`config.mk`:
```
export PLATFORM = sky130hd
export DESIGN_NAME = load_unit
export DESIGN_NICKNAME = d
export VERILOG_FILES = /design/src/rtl/load_unit.sv
export SDC_FILE = /design/constraint.sdc
export NUM_CORES = 1
export LEC_CHECK = 0
export ABC_AREA = 1
export BUFFER_PORTS_ARGS = -buffer_cell sky130_fd_sc_hd__buf_4
export CELL_PAD_IN_SITES_DETAIL_PLACEMENT = 0
export CELL_PAD_IN_SITES_GLOBAL_PLACEMENT = 1
export CORE_MARGIN = 4
export CORE_UTILIZATION = 36
export CTS_CLUSTER_SIZE = 16
export DETAILED_ROUTE_END_ITERATION = 10
export PLACE_DENSITY_LB_ADDON = 0.1
export SYNTH_ARGS = -nofsm -noshare
export SYNTH_HDL_FRONTEND = slang
export SYNTH_SLANG_ARGS = --single-unit
export TNS_END_PERCENT = 20
```
`constraint.sdc`:
```
create_clock -name clk -period 3.97 [get_ports clk]
set_input_delay 0.5955 -clock clk [delete_from_list [all_inputs] [get_ports clk]]
set_output_delay 0.5955 -clock clk [all_outputs]
set_load 0.02 [all_outputs]
```
`src/rtl/load_unit.sv`:
```
// RV32I load unit: issues one word-aligned read over a req/gnt/rvalid handshake and
// returns the sign/zero-extended byte, half or word, flagging misaligned, illegal and timed-out loads.
module load_unit #(
   parameter int unsigned TIMEOUT = 16
) (
   input  logic        clk,
   input  logic        rst_n,
   input  logic        ld_valid,
   output logic        ld_ready,
   input  logic [2:0]  ld_func3,
   input  logic [31:0] ld_addr,
   output logic        mem_req,
   output logic [31:0] mem_addr,
   input  logic        mem_gnt,
   input  logic        mem_rvalid,
   input  logic [31:0] mem_rdata,
   output logic        ld_done,
   output logic [31:0] ld_rdata,
   output logic [1:0]  ld_err
);

   typedef enum logic [1:0] {S_IDLE, S_REQ, S_WAIT, S_DONE} state_t;

   localparam logic [2:0] F3_LB  = 3'b000;
   localparam logic [2:0] F3_LH  = 3'b001;
   localparam logic [2:0] F3_LW  = 3'b010;
   localparam logic [2:0] F3_LBU = 3'b100;
   localparam logic [2:0] F3_LHU = 3'b101;

   localparam logic [1:0] ERR_OK      = 2'b00;
   localparam logic [1:0] ERR_MISALIGN = 2'b01;
   localparam logic [1:0] ERR_ILLEGAL = 2'b10;
   localparam logic [1:0] ERR_TIMEOUT = 2'b11;

   localparam int unsigned CW = (TIMEOUT > 1) ? $clog2(TIMEOUT) : 1;
   localparam logic [CW-1:0] CNT_LAST = CW'(TIMEOUT - 1);

   state_t        r_state;
   logic [2:0]    r_func3;
   logic [31:0]   r_addr;
   logic [CW-1:0] r_cnt;
   logic [31:0]   r_rdata;
   logic [1:0]    r_err;

   logic          w_illegal;
   logic          w_misaligned;
   logic          w_capture;
   logic          w_timeout;
   logic [7:0]    w_byte;
   logic [15:0]   w_half;
   logic [31:0]   w_ext;

   assign ld_ready = (r_state == S_IDLE);
   assign mem_req  = (r_state == S_REQ);
   assign ld_done  = (r_state == S_DONE);
   assign mem_addr = {r_addr[31:2], 2'b00};
   assign ld_rdata = r_rdata;
   assign ld_err   = r_err;

   // Legality is judged on the incoming request, illegal taking precedence over misaligned.
   assign w_illegal    = (ld_func3 == 3'b011) || (ld_func3 == 3'b110) || (ld_func3 == 3'b111);
   assign w_misaligned = (((ld_func3 == F3_LH) || (ld_func3 == F3_LHU)) && ld_addr[0]) ||
                         ((ld_func3 == F3_LW) && (ld_addr[1:0] != 2'b00));

   assign w_capture = ((r_state == S_REQ) && mem_gnt && mem_rvalid) ||
                      ((r_state == S_WAIT) && mem_rvalid);
   assign w_timeout = (TIMEOUT != 0) && (r_cnt == CNT_LAST);

   assign w_byte = mem_rdata[{r_addr[1:0], 3'b000} +: 8];
   assign w_half = r_addr[1] ? mem_rdata[31:16] : mem_rdata[15:0];

   always_comb begin
      // NOTE: default assignment first so every path drives w_ext and no latch is inferred.
      w_ext = mem_rdata;
      case (r_func3)
         F3_LB:   w_ext = {{24{w_byte[7]}}, w_byte};
         F3_LH:   w_ext = {{16{w_half[15]}}, w_half};
         F3_LBU:  w_ext = {24'd0, w_byte};
         F3_LHU:  w_ext = {16'd0, w_half};
         default: w_ext = mem_rdata;
      endcase
   end

   // NOTE: all state is updated with non-blocking assignments so every register samples pre-edge values.
   always_ff @(posedge clk) begin
      if (!rst_n) begin
         r_state <= S_IDLE;
         r_func3 <= 3'b000;
         r_addr  <= 32'd0;
         r_cnt   <= '0;
         r_rdata <= 32'd0;
         r_err   <= ERR_OK;
      end else begin
         case (r_state)
            S_IDLE: begin
               if (ld_valid) begin
                  r_func3 <= ld_func3;
                  r_addr  <= ld_addr;
                  r_cnt   <= '0;
                  if (w_illegal) begin
                     r_state <= S_DONE;
                     r_err   <= ERR_ILLEGAL;
                     r_rdata <= 32'd0;
                  end else if (w_misaligned) begin
                     r_state <= S_DONE;
                     r_err   <= ERR_MISALIGN;
                     r_rdata <= 32'd0;
                  end else begin
                     r_state <= S_REQ;
                  end
               end
            end
            S_REQ, S_WAIT: begin
               if (w_capture) begin
                  r_state <= S_DONE;
                  r_err   <= ERR_OK;
                  r_rdata <= w_ext;
               end else if (w_timeout) begin
                  r_state <= S_DONE;
                  r_err   <= ERR_TIMEOUT;
                  r_rdata <= 32'd0;
               end else begin
                  r_cnt <= r_cnt + 1'b1;
                  if ((r_state == S_REQ) && mem_gnt) begin
                     r_state <= S_WAIT;
                  end
               end
            end
            S_DONE: begin
               r_state <= S_IDLE;
            end
            default: begin
               r_state <= S_IDLE;
            end
         endcase
      end
   end

endmodule
```
## Word-level counts from Yosys, hierarchy flattened

Cells that the tools add are included.

- Output and inout port bits: 69
- Bits in registers: 75

- Mux-type cells: 25
- Add/sub/neg operators: 1
- Shift operators: 1
- Equal/unequal tests: 19
- Reductions and logical operators: 19

Operators with widths:

| cell | count |
|---|---|
| $mux 32 | 5 |
| $pmux 32 s4 | 1 |
| $pmux 32 s2 | 1 |
| $shiftx 32x6->8 | 1 |
| $mux 2 | 11 |
| $mux 16 | 1 |
| $eq 3x3->1 const B | 5 |
| $mux 4 | 3 |
| $pmux 4 s2 | 1 |
| $reduce_and 4->1 | 2 |
| $eq 3x1->1 const B | 2 |
| $eq 3x2->1 const B | 2 |
| $ne 2x2->1 const B | 3 |
| $pmux 2 s3 | 1 |
| $logic_and 1x1->1 | 5 |
| $logic_or 1x1->1 | 5 |
| $add 4x1->4 const B | 1 |
| $eq 2x2->1 const B | 2 |
| $eq 4x4->1 const B | 1 |
| $ne 4x4->1 const B | 1 |
| $pmux 2 s2 | 1 |
| $reduce_and 2->1 | 2 |
| $reduce_bool 2->1 | 2 |
| $logic_not 3->1 | 1 |
| 5 further kinds | 5 |

## Depth between registers and ports, before layout

- Depth after elaboration: 8
- Gate-level depth with buffers: 12
- Gate-level depth less buffers: 11

## Worst setup path after synthesis

Ideal clock, no wire load.

- Path type: reg-to-reg
- From: register r_state[0]
- To: register r_rdata[13] (netlist: ld_rdata[13])
- Arrival time: 1.612 ns
- Library setup time: 0.117 ns
- Stages on the path, launching flop included: 13
- Required time: 3.853 ns
- Slack: 2.241 ns
- Path through: dfxtp_1 inv_1 ha_1 buf_6 inv_2 nor2_1 nor2_1 nand3_2 nand2_2 nor2_4 buf_6 o21ai_0 nor2_1

- Longest elaborated chain between the ends: 6
- Elaborated cells between the ends (all ways): 15
- Those cells by class: eq/ne: 5; mux: 2; reduce/logical: 8

RTL lines:

| element | RTL line | source |
|---|---|---|
| start, declared | 38 | `state_t r_state;` |
| start signal, assigned | 87 | `r_state <= S_IDLE;` |
| start signal, assigned | 101 | `r_state <= S_DONE;` |
| start signal, assigned | 105 | `r_state <= S_DONE;` |
| $eq 2x1->1 | 65, 94 |  |
| $logic_and 1x1->1 (2 in a row) | 65 | `assign w_capture = ((r_state == S_REQ) && mem_gnt && mem_rvalid) \|\|` |
| $logic_or 1x1->1 | 65 |  |
| $ne 3x3->1 (no line) / $mux 32 (equally long branches) | -- |  |
| $reduce_and 4->1 (no line) / $pmux 32 s2 (equally long branches) | -- |  |
| end signal, assigned | 117 | `r_rdata <= w_ext;` |
| end, declared | 42 | `logic [31:0] r_rdata;` |

Parallel ways exist; a longest one is shown, timed or not.
A chain may end at the register's enable or synchronous reset.

## Worst setup path after layout

- From: register r_state[0]
- To: register r_rdata[23] (netlist: ld_rdata[23])

The elaborated chain is that of the path after synthesis.

==> impl_metrics.csv <==
group,metric,value,unit
die,fp.dieArea,12400,um2
global_routing,grt_max_degree,49,
global_routing,overflow,0,
synth,syn_area_per_cell,6.75,um2
placed_design,io_buffers,138,
synth,synth_largest_area_cell,"dfxtp_1",
timing,finalMaxSlewViolations,0,
clock_network,cts_buffer_depth,2,
global_routing,grt_pass1_vias,3677,
timing,fin_skew,0.0109,ns
timing,finalHoldViolations,0,
setup_path,end_kind,"flop",
power,combPwrFrac,49.2,%
power,static-leakage-power,2.31,nW
synth,synth_top_area_share,39.1,%
clock_network,cts_inserted_buffers,9,
die,core_area,10400,um2
synth,synth_edf_count,0,
die,start_util,37.0,%
clock_network,insertion_delay,0.35,ns
run_status,status,"finished clean",
timing,fin_crit,2.37,ns
synth,async_flop_share,0,%
power,p_seq_share,32.2,%
setup_path,critPathKind,"reg2reg",
drt,ant_nets,0,
power,powerDensity,662,nW/um2
clock_network,cts-root-buf,"clkbuf_8",
synth,syn_inst,569,
finish,area_growth,26.2,%
clock_network,clkTransAtPathRegs,0.09,ns
clock_network,htreeDepth,3,
global_routing,antenna_found_initial,0,
finish,drive_above_1_share,24.9,%
global_routing,grt.total_usage,17.7,%
synth,yosys.cell_types.count,25,
clock_network,cts_tree,"done",
drt,drtIter0Drc,307,
timing,worst_slew_pin_slew,0.978,ns
setup_path,crit_required,4.25,ns
power,switching_share,45.3,%
worst_hold_path,hp-class,"reg2reg",
setup_path,cp_max_fo,34,
global_routing,grt_pass1_wl,18300,um
clock_network,cts_setup_buffers,0,
die,std_cell_rows,37,
clock_network,cts_resized,0,
synth,yosysMostFrequentCell,"nand2_1",
setup_path,cp.arrival,2.65,ns
power,pwr-share-clk,18.5,%
finish,fin_nets,735,
setup_path,startpoint_type,"flop",
die,boundaryPins,141,
clock_network,cts_sinks,75,
timing,fin_setup_tns,0,ns
die,die_h,111,um
timing,period_share,59.6,%
synth,ys_top_cells_by_area,"dfxtp_1 (39%), nand2_1 (10%), nor2_1 (9.4%), a21oi_1 (9.3%), o21ai_0 (8.5%)",
timing,setup_violations,0,
drt,routedWlPerCell,13.9,um
job,maxCapViolations,0,
drt,vias_per_cell,4.75,
synth,synthesis.area,3840,um2
synth,ys_warn_count,0,
power,p_sw,0.00145,W
synth,ys_seq_area_share,39.1,%
power,totalPowerFinal,0.00321,W
drt,vias,3792,
synth,ys.flop_type,"dfxtp_1",
synth,ys_top_cells_by_count,"nand2_1 (105), nor2_1 (96), dfxtp_1 (75)",
power,ir_drop,0.000373,V
timing,rsz0062_at_grt,"no",
finish,antennaDiodeCount,0,
timing,max_freq,422,MHz
timing,relSlewSlack,34.7,%
synth,synth.ff_latch_count,75,
placed_design,place.detailed.hpwl,7930,um
drt,drc,0,
power,intPower,0.00175,W
placed_design,place.gp.congestion,0.839,
drt,dr.pass1.iters,6,
drt,wl,11100,um
die,die_w,111,um
clock_network,hold_buffers,0,
[power groups by stage]
stage                     logic [W]  clock network, W  registers [W]
after floorplan             0.00121                 0        0.00109
final                       0.00158          0.000595        0.00103
after global placement      0.00158                 0        0.00105
after detailed placement    0.00159                 0        0.00105
after CTS                   0.00159          0.000619        0.00103
after global routing        0.00177          0.000648        0.00106
[logic make-up (layout without fill, tap and decap cells)]
family	after synthesis	after routing	synth area share [%]
buffers and inverters	108	201	15.2
AOI/OAI and AO/OA	140	140	18.4
other	1	2	0.0977
DFF	75	75	39.1
adders and majority gates	5	5	1.63
xor gates and xnor gates	2	2	0.456
and+or+nand+nor	238	238	25.1
[per-layer routing]
layer	vias up	part of all wire (%)	global-route usage, %
li1	1964	-	-
met1	1717	48	25.3
met2	101	45	27.4
met3	10	5.6	3.82
met4	0	0.97	4.14
met5	-	0	0
[cell usage in the layout (no fill, tap or decap)]
cell type / instances
dfxtp_1: 75
nand3_2: 2
clkbuf_1: 2
nand2_1: 105
xor2_1: 2
clkinvlp_4: 2
conb_1: 2
nor2_4: 1
nand3_1: 28
clkinv_4: 1
clkbuf_8: 9
ha_1: 5
o21ai_2: 1
o21ai_1: 1
nand2_2: 3
and2_1: 1
inv_2: 3
bufinv_16: 1
inv_6: 1
o22ai_1: 2
nand4_1: 1
a21oi_1: 71
o21ai_0: 65
or2_2: 1
nor2_1: 96
inv_1: 42
buf_4: 140
[final timing paths]
check | from | end | slack, ns | cells past startpoint
worst min register to register | ld_rdata[23] | ld_rdata[23] | 0.47 | 2
worst min-delay path | ld_rdata[23] | ld_rdata[23] | 0.47 | 2
worst max register to register | r_state[0] | ld_rdata[23] | 1.60 | 10
worst max-delay path | r_state[0] | ld_rdata[23] | 1.60 | 10
[per-stage QoR]
stage                     worst slack, ns  instances  area, um2  util, %  hold slack (ns)
after detailed placement             1.61        783       4650     44.8            0.461
final                                1.60        799       4840     46.7            0.472
after global placement               1.63        783       4650     44.8            0.459
after global routing                 1.33        799       4840     46.7            0.484
after floorplan                      2.24        570       3840        -            0.456
after CTS                            1.58        799       4840     46.7            0.475
[cell type report]
cell class	count	area [um2]
Clock buffer	11	131
Clock inverter	5	62.6
Fill cell	1141	5530
Inverter	45	169
Multi-Input combinational cell	387	1760
Sequential cell	75	1500
Tap cell	136	170
Timing Repair Buffer	140	1050
[registers in the layout, summed over array words and instances, names as in the netlist]
register	flops
r_state	2
ld_err	2
r_cnt	4
r_addr	32
r_func3	3
ld_rdata	32
[critical path, cell delays in order (launching register included)]
cell and delay (ns):
dfxtp_1 0.37, inv_1 0.09, ha_1 0.41, inv_2 0.11
nor2_1 0.10, nor2_1 0.05, nand3_2 0.09, nand2_2 0.07
nor2_4 0.57, nand3_1 0.26, a21oi_1 0.18
(Power assumes the default switching activity.)
